File: src/rtl/sdram_pkg.sv
// Shared types and constants for the SDRAM arbitration slice.
package sdram_pkg;

  localparam int unsigned SDRAM_ADDR_W = 24;
  localparam int unsigned SDRAM_DATA_W = 32;
  localparam int unsigned SDRAM_LEN_W  = 8;

  localparam int unsigned ARB_FIXED = 0;
  localparam int unsigned ARB_RR    = 1;

  typedef enum logic [0:0] {
    ARB_IDLE = 1'b0,
    ARB_BUSY = 1'b1
  } arb_state_e;

endpackage

File: src/rtl/rr_pick.sv
// Combinational request picker: rotating search from ptr, or fixed lowest-index-first.
module rr_pick #(
  parameter int unsigned N = 4,
  localparam int unsigned IDX_W = (N > 1) ? $clog2(N) : 1
) (
  input  logic [N-1:0]     req,
  input  logic [IDX_W-1:0] ptr,
  input  logic             rr_en,
  output logic             valid,
  output logic [N-1:0]     grant_oh,
  output logic [IDX_W-1:0] grant_idx
);

  int unsigned      j;
  logic [IDX_W-1:0] idx;

  // First requester encountered in search order wins.
  always_comb begin
    valid     = 1'b0;
    grant_oh  = '0;
    grant_idx = '0;
    j         = 0;
    idx       = '0;
    for (int unsigned k = 0; k < N; k++) begin
      j   = rr_en ? ((32'(ptr) + k) % N) : k;
      idx = IDX_W'(j);
      if (!valid && req[idx]) begin
        valid         = 1'b1;
        grant_oh[idx] = 1'b1;
        grant_idx     = idx;
      end
    end
  end

endmodule

File: src/rtl/sdram_arb_rr.sv
// N-port SDRAM core arbiter with zero-latency forwarding and grant held until core ack.
module sdram_arb_rr
  import sdram_pkg::*;
#(
  parameter int unsigned NPORTS  = 4,
  parameter int unsigned ADDR_W  = SDRAM_ADDR_W,
  parameter int unsigned DATA_W  = SDRAM_DATA_W,
  parameter int unsigned LEN_W   = SDRAM_LEN_W,
  parameter int unsigned MASK_W  = DATA_W / 8,
  parameter int unsigned RR_MODE = ARB_RR
) (
  input  logic                     clk,
  input  logic                     rst,
  input  logic [NPORTS-1:0]        p_rd,
  input  logic [NPORTS*MASK_W-1:0] p_wr,
  input  logic [NPORTS*LEN_W-1:0]  p_len,
  input  logic [NPORTS*ADDR_W-1:0] p_addr,
  input  logic [NPORTS*DATA_W-1:0] p_wdata,
  output logic [NPORTS-1:0]        p_accept,
  output logic [NPORTS-1:0]        p_ack,
  output logic [NPORTS-1:0]        p_error,
  output logic [NPORTS*DATA_W-1:0] p_rdata,
  output logic                     c_rd,
  output logic [MASK_W-1:0]        c_wr,
  output logic [LEN_W-1:0]         c_len,
  output logic [ADDR_W-1:0]        c_addr,
  output logic [DATA_W-1:0]        c_wdata,
  input  logic                     c_accept,
  input  logic                     c_ack,
  input  logic                     c_error,
  input  logic [DATA_W-1:0]        c_rdata,
  output logic [NPORTS-1:0]        grant,
  output logic                     busy
);

  localparam int unsigned PTR_W = (NPORTS > 1) ? $clog2(NPORTS) : 1;

  arb_state_e       state_q, state_d;
  logic [PTR_W-1:0] owner_q, owner_d;
  logic [PTR_W-1:0] ptr_q, ptr_d;

  logic [NPORTS-1:0] req;
  logic              win_valid;
  logic [NPORTS-1:0] win_oh;
  logic [PTR_W-1:0]  win_idx;
  logic              sel_valid;
  logic [PTR_W-1:0]  sel_idx;

  always_comb begin
    req = '0;
    for (int unsigned i = 0; i < NPORTS; i++) begin
      req[i] = p_rd[i] | (|p_wr[i*MASK_W +: MASK_W]);
    end
  end

  rr_pick #(.N(NPORTS)) u_pick (
    .req      (req),
    .ptr      (ptr_q),
    .rr_en    (RR_MODE == ARB_RR),
    .valid    (win_valid),
    .grant_oh (win_oh),
    .grant_idx(win_idx)
  );

  // Ownership: held through BUSY, taken by the combinational winner in IDLE.
  always_comb begin
    state_d   = state_q;
    owner_d   = owner_q;
    ptr_d     = ptr_q;
    sel_valid = 1'b0;
    sel_idx   = '0;
    if (state_q == ARB_BUSY) begin
      sel_valid = 1'b1;
      sel_idx   = owner_q;
      if (c_ack) begin
        state_d = ARB_IDLE;
      end
    end else if (win_valid) begin
      sel_valid = 1'b1;
      sel_idx   = win_idx;
      state_d   = ARB_BUSY;
      owner_d   = win_idx;
      if (RR_MODE == ARB_RR) begin
        ptr_d = (32'(win_idx) == NPORTS - 1) ? '0 : PTR_W'(win_idx + PTR_W'(1));
      end
    end
  end

  always_ff @(posedge clk) begin
    if (rst) begin
      state_q <= ARB_IDLE;
      owner_q <= '0;
      ptr_q   <= '0;
    end else begin
      state_q <= state_d;
      owner_q <= owner_d;
      ptr_q   <= ptr_d;
    end
  end

  // Request mux toward the core and response demux back to the selected port.
  always_comb begin
    grant    = '0;
    c_rd     = 1'b0;
    c_wr     = '0;
    c_len    = '0;
    c_addr   = '0;
    c_wdata  = '0;
    p_accept = '0;
    p_ack    = '0;
    p_error  = '0;
    p_rdata  = '0;
    if (sel_valid) begin
      grant[sel_idx]    = 1'b1;
      c_rd              = p_rd[sel_idx];
      c_wr              = p_wr[32'(sel_idx)*MASK_W +: MASK_W];
      c_len             = p_len[32'(sel_idx)*LEN_W +: LEN_W];
      c_addr            = p_addr[32'(sel_idx)*ADDR_W +: ADDR_W];
      c_wdata           = p_wdata[32'(sel_idx)*DATA_W +: DATA_W];
      p_accept[sel_idx] = c_accept;
      p_ack[sel_idx]    = c_ack;
      p_error[sel_idx]  = c_error;
      p_rdata[32'(sel_idx)*DATA_W +: DATA_W] = c_rdata;
    end
  end

  assign busy = (state_q == ARB_BUSY);

endmodule

File: config.mk
export PLATFORM = sky130hd
export DESIGN_NAME = sdram_arb_rr
export DESIGN_NICKNAME = d
export VERILOG_FILES = /design/src/rtl/sdram_pkg.sv /design/src/rtl/rr_pick.sv /design/src/rtl/sdram_arb_rr.sv
export SDC_FILE = /design/constraint.sdc
export NUM_CORES = 1
export LEC_CHECK = 0
export BUFFER_PORTS_ARGS = -buffer_cell sky130_fd_sc_hd__clkbuf_2
export CORE_AREA = 2 2 204 206
export DETAILED_ROUTE_END_ITERATION = 8
export DIE_AREA = 0 0 206 208
export GPL_TIMING_DRIVEN = 0
export PLACE_DENSITY_LB_ADDON = 0.2
export SYNTH_ARGS = -nofsm -noshare
export SYNTH_HDL_FRONTEND = slang
export SYNTH_HIERARCHICAL = 1
export SYNTH_SLANG_ARGS = --single-unit
File: constraint.sdc
create_clock -name clk -period 3.1 [get_ports clk]
set_input_delay 0.31 -clock clk [delete_from_list [all_inputs] [get_ports clk]]
set_output_delay 0.31 -clock clk [all_outputs]
set_load 0.03 [all_outputs]
=== Word-level counts from Yosys, hierarchy flattened ===
Cells that the tools add are included.

* Bits in registers: 5
* Output and inout bits: 214

* Add/sub/neg operators: 5
* $mul: 1
* $lt $le $gt $ge: 6
* Eq/ne operators: 1
* Shift operators: 6
* Mux-type cells: 37
* Bitwise gates (word level): 9
* Reductions and logical operators: 12

{| class="wikitable"
|+ Operators with widths
! kind !! count
|-
| $and 128x128->128 || 1
|-
| $mux 128 || 1
|-
| $shift 32x34->128 const A || 1
|-
| $shiftx 128x8->32 || 1
|-
| $shiftx 32x34->128 || 1
|-
| $shiftx 96x8->24 || 1
|-
| $neg 7->34 || 1
|-
| $mux 32 || 1
|-
| $shiftx 32x6->8 || 1
|-
| $mux 24 || 1
|-
| $mux 4 || 5
|-
| $reduce_or 4->1 || 4
|-
| $shiftx 16x5->4 || 1
|-
| $lt 2x3->1 const B || 5
|-
| $mux 1 || 15
|-
| $mux 2 || 7
|-
| $and 4x4->4 || 3
|-
| $bmux 1 s2 || 5
|-
| $mux 8 || 1
|-
| $add 2x1->2 const B || 2
|-
| $add 2x2->2 const B || 2
|-
| $logic_and 1x1->1 || 4
|-
| $mul 2x2->4 const B || 1
|-
| $or 1x1->1 || 4
|-
| other kinds (6) || 8
|}

=== Longest topological paths before layout ===
Gate-level depths: netlist (run 1).

* Depth in word-level cells: 22
* Mapped depth: 15

=== By module ===
The synthesis (run 1) kept the hierarchy.

{| class="wikitable"
|+ Modules (own cells, without submodules)
! module !! instances !! cells an instance !! area each (µm²) !! seq. area each (µm²)
|-
| sdram_arb_rr || 1 || 625 || 3862.5 || 100.1
|-
| rr_pick || 1 || 60 || 429.2 || 0.0
|}

=== Least setup slack after synthesis (run 1) ===
No wires, ideal clock.

* Kind: input-to-output
* From: input port p_wr[14]
* To: output port c_addr[0]
* Arrival: 3100 ps
* Data required time: 2790 ps
* Slack: -310 ps
* Cell stages on the path: 13
* Buffers on the path: 3
* Cells stage by stage: nor3_1 -> nand2_1 -> clkbuf_1 -> mux2i_1 -> a2bb2oi_2 -> nand2_1 -> o31a_1 -> o21ai_1 -> and4b_1 -> buf_2 -> clkbuf_1 -> o21ai_1 -> a41oi_1

* Longest elaborated chain between the ends: 19
* Elaborated cells between the ends (all ways): 31

{| class="wikitable"
|+ Ends and longest elaborated chain
! element !! RTL line !! source
|-
| start, declared || sdram_arb_rr.sv:15 || <nowiki>input logic [NPORTS*MASK_W-1:0] p_wr,</nowiki>
|-
| $reduce_or 4->1 (*) || sdram_arb_rr.sv:52 || <nowiki>req[i] = p_rd[i] | (|p_wr[i*MASK_W +: MASK_W]);</nowiki>
|-
| $or 1x1->1 (*) || sdram_arb_rr.sv:52 ||
|-
| named net req[3] || sdram_arb_rr.sv:42 || <nowiki>logic [NPORTS-1:0] req;</nowiki>
|-
| $bmux 1 s2 || rr_pick.sv:27 || <nowiki>if (!valid && req[idx]) begin</nowiki>
|-
| $mux 1 (not written as such) || rr_pick.sv:27 ||
|-
| $mux 1 || rr_pick.sv:27 ||
|-
| $logic_not 1->1 || rr_pick.sv:27 ||
|-
| $logic_and 1x1->1 || rr_pick.sv:27 ||
|-
| [... 5 more ...] || - ||
|-
| $logic_and 1x1->1 || rr_pick.sv:27 ||
|-
| $mux 2 (*) || rr_pick.sv:27 ||
|-
| named net win_idx[1] || sdram_arb_rr.sv:45 || <nowiki>logic [PTR_W-1:0] win_idx;</nowiki>
|-
| $mux 2 (*) || sdram_arb_rr.sv:78 || <nowiki>end else if (win_valid) begin</nowiki>
|-
| $mux 2 (*) || sdram_arb_rr.sv:72 || <nowiki>if (state_q == ARB_BUSY) begin</nowiki>
|-
| $mul 2x2->4 (*) || sdram_arb_rr.sv:118 || <nowiki>c_addr = p_addr[32'(sel_idx)*ADDR_W +: ADDR_W];</nowiki>
|-
| $shiftx 96x8->24 (*) || sdram_arb_rr.sv:118 ||
|-
| $mux 24 (*) || sdram_arb_rr.sv:113 || <nowiki>if (sel_valid) begin</nowiki>
|-
| end, declared || sdram_arb_rr.sv:26 || <nowiki>output logic [ADDR_W-1:0] c_addr,</nowiki>
|}

The timed path passes the listed nets; every way through them passes the cells marked *. The select of a mux whose other input is x is not followed.

=== Final worst setup path (run 1) ===
* From: register ptr_q[0]
* To: output port c_wdata[21]

* Longest elaborated chain between the ends: 16
* Elaborated cells between the ends (all ways): 31

{| class="wikitable"
|+ Ends and longest elaborated chain
! element !! RTL line !! source
|-
| start, declared || sdram_arb_rr.sv:40 || <nowiki>logic [PTR_W-1:0] ptr_q, ptr_d;</nowiki>
|-
| start signal, assigned || sdram_arb_rr.sv:97 || <nowiki>ptr_q <= ptr_d;</nowiki>
|-
| branches (longest 11 deep; another with $add 2x1->2) || - ||
|-
| $mux 2 (*) || rr_pick.sv:27 ||
|-
| named net win_idx[1] || sdram_arb_rr.sv:45 ||
|-
| $mux 2 (*) || sdram_arb_rr.sv:78 ||
|-
| $mux 2 (*) || sdram_arb_rr.sv:72 ||
|-
| $shiftx 128x8->32 (*) || sdram_arb_rr.sv:119 || <nowiki>c_wdata = p_wdata[32'(sel_idx)*DATA_W +: DATA_W];</nowiki>
|-
| $mux 32 (*) || sdram_arb_rr.sv:113 ||
|-
| end, declared || sdram_arb_rr.sv:27 || <nowiki>output logic [DATA_W-1:0] c_wdata,</nowiki>
|}

Mark *: on every way through the listed nets, which the timed path passes. The select of a mux whose other input is x is not followed.

==> results.sh, run 1 <==
export IMPL_status="complete, but fails checks"
export IMPL_clock_skew_ns=0.00264
export IMPL_setup_ws_ns=-0.258
export IMPL_die_area_um2=42800
export IMPL_finalPower_uw=4320
export IMPL_max_clock_path_buffers=2
export IMPL_fin_crit_sh_pct=108
export IMPL_r2r_slack_ns=0.69
export IMPL_slew_headroom_pct=25.8
export IMPL_grt_pass1_wl_um=55500
export IMPL_postLayoutCellArea_um2=11600
export IMPL_grt_start_max_net_pins=11
export IMPL_yosys_warnings=6
export IMPL_critPathMaxFanout=6
export IMPL_fmax_mhz=298
export IMPL_powerDensity_nw_per_um2=371
export IMPL_numCtsBuffers=3
export IMPL_vias=8141
export IMPL_holdWs_ns=0.322
export IMPL_synth_cells=664
export IMPL_drtIter0Drc=396
export IMPL_clk_pin_slew_worst_paths_ns=0.03
export IMPL_placementRows=74
export IMPL_ir_drop_mv=0.212
export IMPL_r2r_start="ptr_q[0]$_SDFFE_PP0P_"
export IMPL_grtUsageTotal_pct=17.0
export IMPL_drv_slew=0
export IMPL_grt_pass1_vias=8483
export IMPL_gr_usage_met3_pct=2.96
export IMPL_htreeDepth=1
export IMPL_endpoint="c_wdata[21]"
export IMPL_hold_viol=0
export IMPL_wl_per_cell_um=21.7
export IMPL_leakage_uw=0.00497
export IMPL_rr_endpoint="ptr_q[0]$_SDFFE_PP0P_"
export IMPL_wl_um=39000
export IMPL_path_class="register to output port"
export IMPL_final_util_pct=28.7
export IMPL_drc=0
export IMPL_drtAntennaViolNets=0
export IMPL_drive_above_1_share_pct=71.8
export IMPL_cts_root_buf="clkbuf_16"
export IMPL_cts_hold_buf=0
export IMPL_ios=527
export IMPL_numPortBuffers=526
export IMPL_required_ns=2.79
export IMPL_reg2reg_depth=11
export IMPL_setup_violations_final=204
export IMPL_grt_overflow=0
export IMPL_worst_pin_slew_ns=1.11
export IMPL_dpl_cell_area_um2=7930
export IMPL_start_util_pct=10.3
export IMPL_synth_nets=978
export IMPL_clk_insertion_delay_late_ns=0.23
export IMPL_period_needed_ns=3.36
export IMPL_hold_class="input pin to register"
export IMPL_rsz0062_at_grt="true"
export IMPL_grt_busiest_layer="met2"
export IMPL_met2_usage_pct=29.4
export IMPL_critPathArrivalTime_ns=3.05
export IMPL_gp_congestion=0.904
export IMPL_cp_startpoint="ptr_q[0]$_SDFFE_PP0P_"
export IMPL_firstDrtPassIters=5
export IMPL_syn_cell_area_um2=4170
export IMPL_finalNetCount=1578
export IMPL_vias_per_cell=4.53
export IMPL_cp_end_kind="output port"
export IMPL_cts_sink_count=5
export IMPL_crit_path_start_kind="register"
export IMPL_avgSynthCellArea_um2=6.27
export IMPL_antenna_found_initial=4
export IMPL_violations="setup timing"
export IMPL_core_area_um2=40600
export IMPL_holdCritStartpoint="rst"
export IMPL_grtUsageMet1_pct=22.0
export IMPL_cap_violations=0
export IMPL_area_growth_pct=179
export IMPL_dp_hpwl_um=29100
export IMPL_tritoncts="built"
export IMPL_die_w_um=206
export IMPL_die_h_um=208
[cell type report]
cell class	count	area, um2
clock inverters	1	5.00
clock buffers	3	75.1
inverters	2	7.51
repair buffers	598	5230
plain buffers	95	885
fillers	4438	28900
multi-input cells	559	4660
diodes	4	10.0
well taps	532	666
flip-flops and latches	5	105
[flip-flops by register name (all words and copies together), names as in the netlist]
signal and flops:
busy 1, owner_q 2, ptr_q 2
[worst min path at each step]
stage | endpoint | slack (ns) | depth (start not counted)
final | ptr_q[0]$_SDFFE_PP0P_ | 0.32 | 2
after global routing | ptr_q[0]$_SDFFE_PP0P_ | 0.33 | 2
after floorplan | ptr_q[0]$_SDFFE_PP0P_ | 0.38 | 1
after global placement | ptr_q[1]$_SDFFE_PP0P_ | 0.51 | 2
after detailed placement | ptr_q[1]$_SDFFE_PP0P_ | 0.51 | 2
after CTS | ptr_q[0]$_SDFFE_PP0P_ | 0.32 | 2
[layer usage]
metal | wire length (um) | vias to the layer above | part of all wire [%]
li1 | - | 3773 | -
met1 | 16600 | 3975 | 43
met2 | 19400 | 351 | 50
met3 | 2340 | 42 | 6.0
met4 | 669 | 0 | 1.7
met5 | 0 | - | 0
[critical path, stage by stage, from the launching register on]
cell,delay (ns)
dfxtp_4,0.36
nand2_4,0.15
mux2i_4,0.33
mux2i_4,0.12
o31a_1,0.33
o21ai_4,0.19
and4b_1,0.26
buf_8,0.14
buf_12,0.12
buf_12,0.12
clkbuf_16,0.14
o21ai_2,0.06
a41oi_2,0.27
clkbuf_8,0.22
[cell usage in the layout, fill, tap and decap left out, types with 9 or more instances in the layout]
cell type,instances
clkbuf_1,24
and3_1,35
o211ai_1,69
nor2_1,9
buf_6,38
buf_4,47
buf_12,16
o21ai_0,51
o21ai_1,106
o21ai_4,11
clkbuf_4,38
a41oi_2,65
o21ai_2,43
clkbuf_2,324
and2_1,24
buf_8,48
and2_4,77
clkbuf_16,12
clkbuf_8,135
[report_power, final]
part           switching [uW]  internal [uW]  leakage [uW]  total [uW]
logic                    2090           1940       0.00489        4030
clock network            41.7            168     0.0000409         210
registers                9.25           73.3     0.0000422        82.6
[per-stage QoR]
stage / TNS [ns] / setup slack [ns] / cells
detailed placement: -181.30 / -1.44 / 1722
global placement: -181.43 / -1.40 / 1722
finish: -21.59 / -0.258 / 1799
global route: -42.56 / -0.342 / 1797
CTS: -12.81 / -0.167 / 1785
floorplan: 0 / 0.0179 / 664
[timing repair]
action / CTS / global route
gates cloned: 20 / 0
buffers inserted: 44 / 12
pin swaps: 125 / 64
endpoints found under the setup margin: 214 / 208
resized for setup: 661 / 202
No activity file was read; power rests on OpenSTA's default activity.
==> run 2, diff against run 1 <==
BUFFER_PORTS_ARGS = not set   (was -buffer_cell sky130_fd_sc_hd__clkbuf_2)
CORE_AREA = 2 2 203 205   (was 2 2 204 206)
DIE_AREA = 0 0 205 207   (was 0 0 206 208)
DONT_BUFFER_PORTS = 1   (was not set)
clock period = 3.6 ns   (was 3.1 ns; I/O delays follow)
==> run 2 against run 1 <==
  * The run now ends clean
  * First-iteration DRC count rose by 14%
  * Critical path depth down 2
  * Global-route usage is 2.9 points lower
  * Non-clock buffer count shrank 583
  * Total power fell by 46%
  * Sequential share of layout area grew 0.79 points
  * Worst hold slack got worse by 0.13 ns
  * Via count is 26% lower
  * Clock skew is 0.0012 ns lower
  * Clock-buffer cell count grew 1
  * Critical path type unchanged
  * Critical endpoint is now c_addr[7]
==> results.sh, run 2 (same netlist as run 1, synthesis figures left out) <==
export IMPL_status="finished, final reports clean"
export IMPL_cp_end_kind="output port"
export IMPL_final_cell_mix="113 x o21ai_1, 95 x o21ai_0, 69 x o211ai_1, 59 x and2_4, 52 x a41oi_2"
export IMPL_dpl_cell_area_um2=4830
export IMPL_drv_slew=0
export IMPL_finalNetCount=994
export IMPL_nFillCells=4707
export IMPL_layout_commonest_cell="o21ai_1"
export IMPL_period_needed_ns=3.52
export IMPL_core_area_um2=40400
export IMPL_placementRows=74
export IMPL_cts_hold_buf=0
export IMPL_worst_pin_slew_ns=0.864
export IMPL_required_ns=3.24
export IMPL_setup_violations_final=0
export IMPL_place_ws_ns=-1.44
export IMPL_gp_congestion=0.894
export IMPL_powerDensity_nw_per_um2=380
export IMPL_vias=6016
export IMPL_reg2reg_depth=9
export IMPL_hold_viol=0
export IMPL_ir_drop_mv=0.134
export IMPL_crit_family="compound AO/OA/AOI/OAI gates"
export IMPL_antenna_found_initial=2
export IMPL_die_w_um=205
export IMPL_drtIter0Drc=452
export IMPL_cp_depth=11
export IMPL_start_util_pct=10.3
export IMPL_postLayoutCellArea_um2=6120
export IMPL_hold_class="input pin to register"
export IMPL_htreeDepth=1
export IMPL_cap_violations=0
export IMPL_cp_buffers_inverters=3
export IMPL_dp_hpwl_um=25800
export IMPL_vias_per_cell=4.96
export IMPL_holdWs_ns=0.192
export IMPL_grt_pass1_vias=5871
export IMPL_numCtsBuffers=3
export IMPL_firstDrtPassIters=5
export IMPL_wl_per_cell_um=27.0
export IMPL_fmax_mhz=284
export IMPL_drtAntennaViolNets=0
export IMPL_slew_headroom_pct=42.4
export IMPL_grt_start_max_net_pins=11
export IMPL_clk_pin_slew_worst_paths_ns=0.03
export IMPL_leakage_uw=0.00171
export IMPL_area_growth_pct=46.8
export IMPL_grtUsageTotal_pct=14.1
export IMPL_max_stage_delay_ns=0.50
export IMPL_path_cells="buf_6 -> mux2i_2 -> a2bb2oi_2 -> nand2_1 -> o31a_1 -> o21ai_4 -> and4b_1 -> buf_12 -> clkbuf_2 -> o21ai_1 -> a41oi_2"
export IMPL_wl_um=32700
export IMPL_setup_ws_ns=0.0840
export IMPL_fin_crit_sh_pct=97.7
export IMPL_critPathMaxFanout=10
export IMPL_die_h_um=207
export IMPL_path_class="register to output port"
export IMPL_holdPathStages=1
export IMPL_cp_slowest_cell="a41oi_2"
export IMPL_clk_insertion_delay_late_ns=0.23
export IMPL_grt_overflow=0
export IMPL_final_setup_tns_ns=0
export IMPL_crit_path_start_kind="register"
export IMPL_cts_sink_count=5
export IMPL_max_clock_path_buffers=2
export IMPL_drc=0
export IMPL_critPathArrivalTime_ns=3.16
export IMPL_final_util_pct=15.2
export IMPL_ios=527
export IMPL_die_area_um2=42400
export IMPL_cts_root_buf="clkbuf_16"
export IMPL_clock_skew_ns=0.00140
export IMPL_drive_above_1_share_pct=36.4
export IMPL_numPortBuffers=0
export IMPL_tritoncts="built"
export IMPL_grt_pass1_wl_um=44300
[run 2: worst register-to-register path, delay by kind of cell, from the launching register on]
kind                   cells  cell delay, ns
flip-flops                 1            0.36
multiplexers               1            0.22
buffers and inverters      3            0.83
AO/OA/AOI/OAI              2            0.30
AND/OR/NAND/NOR            3            0.64
[run 2: final timing paths]
kind / startpoint / end / slack, ns
worst min register to register: ptr_q[0]$_SDFFE_PP0P_ / ptr_q[0]$_SDFFE_PP0P_ / 0.49
worst max-delay path: ptr_q[0]$_SDFFE_PP0P_ / c_addr[7] / 0.08
worst max register to register: ptr_q[0]$_SDFFE_PP0P_ / busy$_SDFF_PP0_ / 1.11
worst min-delay path: rst / ptr_q[0]$_SDFFE_PP0P_ / 0.19
[run 2: report_power, final]
group / internal, uW / total (uW) / switching, uW
Sequential: 62.7 / 72.3 / 9.57
Combinational: 578 / 2070 / 1490
Clock: 147 / 182 / 35.8
Total: 787 / 2330 / 1540
[run 2: final cells by class]
cell class	instances	area, um2	area share, %
antenna	2	5.00	0.0818
buffer	98	618	10.1
clock buffer	4	78.8	1.29
inverter	2	7.51	0.123
multi-input combinational	558	4510	73.7
sequential	5	104	1.70
tap	532	666	10.9
timing repair buffer	12	128	2.09
[run 2: routing by layer]
metal	part of all wire (%)	global-route usage, %	wire, um	vias to the layer above
met2	47	23.3	15400	378
met5	0	0	0	-
li1	-	-	-	2592
met4	0.91	1.36	297	0
met1	42	18.7	13700	3026
met3	10	4.12	3270	20
[run 2: timing repair]
| action | in CTS | in global routing |
|---|---|---|
| resized for setup | 185 | 123 |
| endpoints found under the setup margin | 212 | 197 |
| setup buffers | 7 | 5 |
| pin swaps | 16 | 15 |
[run 2: through the flow]
step	power, uW	instances
after CTS	2240	1207
final	2330	1213
after global placement	1860	1196
after global routing	2430	1211
after detailed placement	1850	1196
after floorplan	1500	664
